==> src/rtl/branch_predict_unit.sv <==
// Branch predictor: direct-mapped 2-bit BHT, trained from EX resolution, with a registered redirect/flush pulse.
// Optional branch target buffer enabled by defining BPU_BTB_EN.
module branch_predict_unit #(
  parameter int         PC_W     = 32,
  parameter int         IDX_W    = 6,
  parameter logic [1:0] CNT_INIT = 2'b01
) (
  input  logic            clk,
  input  logic            rst_n,
  input  logic            if_valid,
  input  logic [PC_W-1:0] if_pc,
  output logic            pred_taken,
  output logic [PC_W-1:0] pred_target,
  input  logic            ex_valid,
  input  logic [PC_W-1:0] ex_pc,
  input  logic [1:0]      ex_inst_type,
  input  logic            ex_branch_taken,
  input  logic            ex_pred_taken,
  input  logic [PC_W-1:0] ex_target,
  output logic            redirect_valid,
  output logic [PC_W-1:0] redirect_pc,
  output logic            flush
);

  localparam int ENTRIES = 1 << IDX_W;

  function automatic logic [1:0] sat_update(input logic [1:0] cnt, input logic up);
    if (up) return (cnt == 2'b11) ? cnt : cnt + 2'b01;
    else    return (cnt == 2'b00) ? cnt : cnt - 2'b01;
  endfunction

  logic [1:0]      cnt_q [ENTRIES];
  logic [1:0]      cnt_d [ENTRIES];
  logic            redirect_valid_q, redirect_valid_d;
  logic [PC_W-1:0] redirect_pc_q, redirect_pc_d;

  logic [IDX_W-1:0] if_idx, ex_idx;
  logic             accept, is_branch, is_jalr, mispredict;

  assign if_idx     = if_pc[IDX_W+1:2];
  assign ex_idx     = ex_pc[IDX_W+1:2];
  // The instruction sitting in EX while a redirect is issued is wrong-path.
  assign accept     = ex_valid & ~redirect_valid_q;
  assign is_branch  = (ex_inst_type == 2'b10);
  assign is_jalr    = (ex_inst_type == 2'b01);
  assign mispredict = (ex_branch_taken != ex_pred_taken);

  logic unused_if_bits;
  assign unused_if_bits = ^{if_pc[PC_W-1:IDX_W+2], if_pc[1:0]};

  always_comb begin
    cnt_d            = cnt_q;
    redirect_valid_d = 1'b0;
    redirect_pc_d    = redirect_pc_q;
    if (accept && is_branch) begin
      cnt_d[ex_idx] = sat_update(cnt_q[ex_idx], ex_branch_taken);
      if (mispredict) begin
        redirect_valid_d = 1'b1;
        redirect_pc_d    = ex_branch_taken ? ex_target : ex_pc + PC_W'(4);
      end
    end else if (accept && is_jalr) begin
      redirect_valid_d = 1'b1;
      redirect_pc_d    = {ex_target[PC_W-1:1], 1'b0};
    end
  end

  always_ff @(posedge clk) begin
    if (!rst_n) begin
      for (int i = 0; i < ENTRIES; i++) cnt_q[i] <= CNT_INIT;
      redirect_valid_q <= 1'b0;
      redirect_pc_q    <= '0;
    end else begin
      cnt_q            <= cnt_d;
      redirect_valid_q <= redirect_valid_d;
      redirect_pc_q    <= redirect_pc_d;
    end
  end

  assign redirect_valid = redirect_valid_q;
  assign flush          = redirect_valid_q;
  assign redirect_pc    = redirect_pc_q;

`ifdef BPU_BTB_EN
  logic [PC_W-1:0] btb_tgt_q [ENTRIES];
  logic [PC_W-1:0] btb_tgt_d [ENTRIES];
  logic            btb_vld_q [ENTRIES];
  logic            btb_vld_d [ENTRIES];

  always_comb begin
    btb_tgt_d = btb_tgt_q;
    btb_vld_d = btb_vld_q;
    if (accept && is_branch && ex_branch_taken) begin
      btb_tgt_d[ex_idx] = ex_target;
      btb_vld_d[ex_idx] = 1'b1;
    end
  end

  // Targets are qualified by the valid bits, so only those need a reset.
  always_ff @(posedge clk) begin
    if (!rst_n) begin
      for (int i = 0; i < ENTRIES; i++) btb_vld_q[i] <= 1'b0;
    end else begin
      btb_vld_q <= btb_vld_d;
    end
    btb_tgt_q <= btb_tgt_d;
  end

  assign pred_taken  = if_valid & cnt_q[if_idx][1] & btb_vld_q[if_idx];
  assign pred_target = btb_vld_q[if_idx] ? btb_tgt_q[if_idx] : '0;
`else
  assign pred_taken  = if_valid & cnt_q[if_idx][1];
  assign pred_target = '0;
`endif

endmodule

==> config.mk <==
export PLATFORM = sky130hd
export DESIGN_NAME = branch_predict_unit
export DESIGN_NICKNAME = d
export VERILOG_FILES = /design/src/rtl/branch_predict_unit.sv
export SDC_FILE = /design/constraint.sdc
export NUM_CORES = 1
export LEC_CHECK = 0
export ABC_CLOCK_PERIOD_IN_PS = 4300
export CAP_MARGIN = 20
export CORE_MARGIN = 3
export CORE_UTILIZATION = 53
export CTS_CLUSTER_DIAMETER = 120
export DETAILED_ROUTE_END_ITERATION = 16
export HOLD_SLACK_MARGIN = 0.05
export PLACE_DENSITY_LB_ADDON = 0.3
export SYNTH_ARGS = -nofsm -noshare
export SYNTH_HDL_FRONTEND = slang
export SYNTH_SLANG_ARGS = --single-unit
==> constraint.sdc <==
create_clock -name clk -period 4.3 [get_ports clk]
set_input_delay 0.86 -clock clk [delete_from_list [all_inputs] [get_ports clk]]
set_output_delay 0.86 -clock clk [all_outputs]
set_load 0.05 [all_outputs]
==> results.py <==
metrics = {
    "global_routing": {
        "grt_max_degree": 101,
        "grt_pass1_vias": 7839,
        "track_usage_pct": 27.72,
        "antenna_found_initial": 0,
        "overflow": 0,
        "grt_pass1_wl_um": 41040,
    },
    "sta": {
        "maxSlewHeadroom_pct": 38.61,
        "finClkSkew_ps": 10.25,
        "whs_ps": 461.3,
        "max_freq_mhz": 247.7,
        "fin_crit_ps": 4037,
        "timing.final.ws_setup_ps": 262.9,
        "setup_tns_ps": 0,
        "fin_crit_sh_pct": 93.89,
        "rsz0062_at_grt": "false",
        "slew_violations": 0,
        "hold_violations": 0,
        "tightest_slew_ps": 920.8,
        "setup_viol": 0,
    },
    "routing": {
        "num_vias": 8546,
        "antenna_left": 0,
        "wl_per_cell_um": 19.14,
        "drc": 0,
        "vias_per_cell": 6.247,
        "drtIter0Drc": 1014,
        "routed_wl_um": 26190,
        "drt_first_pass_iters": 5,
    },
    "worst_setup_path": {
        "cp_common_cell": "mux4_2",
        "worst_path_max_delay_cell": "mux4_2",
        "worstPathArrival_ps": 3180,
        "crit_chain": "clkdlybuf4s50_1, buf_12, mux4_2, mux4_2, mux4_2, and2_1, buf_4",
        "cp-start-kind": "input port",
        "cp-end-kind": "output pin",
        "crit_buf_inv": 3,
        "crit_path_max_fanout": 16,
        "required_ps": 3440,
        "path_class": "in2out",
        "cp_top_family": "multiplexers",
        "critical-path-max-stage-delay_ps": 520,
    },
    "clocking": {
        "htreeDepth": 4,
        "clk_pin_slew_worst_paths_ps": 60,
        "cts-root-buf": "clkbuf_16",
        "clk_path_buf_depth": 2,
        "post_cts_buffers": 0,
        "cts_resized": 0,
        "cts_tree": "done",
        "cts_hold_buf": 0,
        "cts_num_sinks": 161,
        "clk_latency_ps": 430,
        "cts_buffers": 17,
    },
    "cells_and_area": {
        "syn_to_final_growth_pct": 19.66,
        "layout-drive-gt1-share_pct": 10.16,
        "nNetsFinal": 1247,
        "fillers": 1353,
        "antenna_cells": 0,
        "final_cell_mix": "nand2_1 (170), dfxtp_1 (161), nor2_1 (113)",
        "final_common_cell": "nand2_1",
    },
    "yosys": {
        "ys_async_sr_fraction_pct": 0,
        "synth_edf_count": 0,
        "synth_seq_cells": 161,
        "ys_seq_area_share_pct": 35.85,
        "synth_area_mm2": 0.008991,
        "yosysTopAreaCell": "dfxtp_1",
        "ys_warn_count": 0,
        "syn_area_per_cell_um2": 8.403,
        "synthTopCellsByArea": "dfxtp_1 (36%), mux4_2 (8.8%), nand2_1 (7.1%), a31oi_1 (4.8%), nor2_1 (4.8%)",
        "ys_types": 62,
        "syn_inst": 1070,
        "yosysTopAreaCellShare_pct": 35.85,
        "ys.flop_type": "dfxtp_1",
    },
    "pwr": {
        "vdd_drop_max_uv": 334.2,
        "total_leakage_power_nw": 3.994,
        "p_per_area_mw_per_mm2": 336.0,
    },
    "run": {
        "drv_cap": 0,
    },
    "die": {
        "fp.dieArea_mm2": 0.01856,
        "rows": 46,
        "floorplan.initialDensity_pct": 55.40,
        "die_h_um": 136.2,
        "die_w_um": 136.2,
        "io_pins": 171,
        "coreArea_mm2": 0.01623,
    },
    "placement": {
        "io_buffers": 112,
        "place_ws_ps": 27.30,
        "gp_congestion": 0.8579,
        "hpwl_um": 17080,
    },
    "status": {
        "status": "complete, no violations",
    },
    "hold_path": {
        "hp-class": "reg2reg",
    },
}
[power by group]
group | internal [W] | switching (W) | leakage (nW) | total (W)
Combinational | 0.000199 | 0.000390 | 2.42 | 0.000589
Clock | 0.000900 | 0.000609 | 0.274 | 0.00151
Sequential | 0.00151 | 0.00000893 | 1.30 | 0.00152
Total | 0.00261 | 0.00101 | 3.99 | 0.00362
[routing by layer]
metal / global-route usage (%) / vias up / routed length [um]
met5: 0 / - / 0
met4: 8.175 / 0 / 608
met3: 6.662 / 62 / 2564
met2: 42.60 / 466 / 12180
met1: 38.88 / 3974 / 10830
li1: - / 4044 / -
[synthesized netlist by cell type, types with 8 or more instances]
master	number
nand2_1	171
dfxtp_1	161
nor2_1	114
o21ai_0	75
a31oi_1	69
o311ai_0	48
clkbuf_1	46
buf_4	38
mux4_2	35
nor2b_1	31
a21oi_1	28
nand3_1	24
xnor2_1	19
a211oi_1	18
o311ai_1	16
buf_1	15
a221oi_1	11
mux2i_1	11
buf_6	10
nor3_1	10
xor2_1	10
inv_1	9
nand4_1	9
buf_2	8
[cell type report]
cell class / instances / area [um2] / area share (%)
multi-input cells: 811 / 5205 / 48.38
well taps: 216 / 270.3 / 2.512
inverters: 11 / 41.29 / 0.3838
repair buffers: 140 / 1449 / 13.47
clock inverters: 11 / 141.4 / 1.314
clock buffers: 18 / 429.2 / 3.989
flip-flops and latches: 161 / 3223 / 29.96
[through the flow]
step	util (%)	instance area [um2]	total power, W	instances
final	66.29	10760	0.003615	1368
after global routing	66.29	10760	0.003720	1368
after CTS	66.12	10730	0.003617	1367
after detailed placement	62.60	10160	0.002128	1338
after global placement	62.60	10160	0.002125	1338
after floorplan	-	9107	0.001952	1101
[tightest hold or removal path, cell delays in order, from the launching register on]
cell	delay [ps]
dfxtp_1	310
nand2_1	50
a21boi_1	50
[sequential cells by signal, indices dropped and copies added (netlist names)]
| register | count |
|---|---|
| cnt_q | 128 |
| flush | 1 |
| redirect_pc | 32 |
[path summary, 6_finish.rpt]
kind                                                   start  depth (start not counted)                           end  slack [ps]
worst min register to register  redirect_pc[23]$_SDFFE_PN0P_                          2  redirect_pc[23]$_SDFFE_PN0P_         460
worst max-delay path                                if_pc[3]                          7                    pred_taken         260
worst min-delay path            redirect_pc[23]$_SDFFE_PN0P_                          2  redirect_pc[23]$_SDFFE_PN0P_         460
worst max register to register       cnt_q[102]$_SDFFE_PN1P_                          7       cnt_q[120]$_SDFFE_PN1P_        1710
[logic make-up (layout without fill, tap and decap cells)]
kind of cell / after synthesis / in the layout / share of synthesized area [%]
adder cells (fa/ha/maj): 1 / 1 / 0.1391
AO/OA/AOI/OAI: 302 / 302 / 22.79
flip-flops: 161 / 161 / 35.85
XOR/XNOR: 29 / 29 / 2.825
AND/OR/NAND/NOR: 390 / 390 / 19.05
buffers and inverters: 129 / 180 / 7.932
other: 1 / 32 / 0.04171
multiplexers: 57 / 57 / 11.37
No activity file was read; power rests on OpenSTA's default activity.
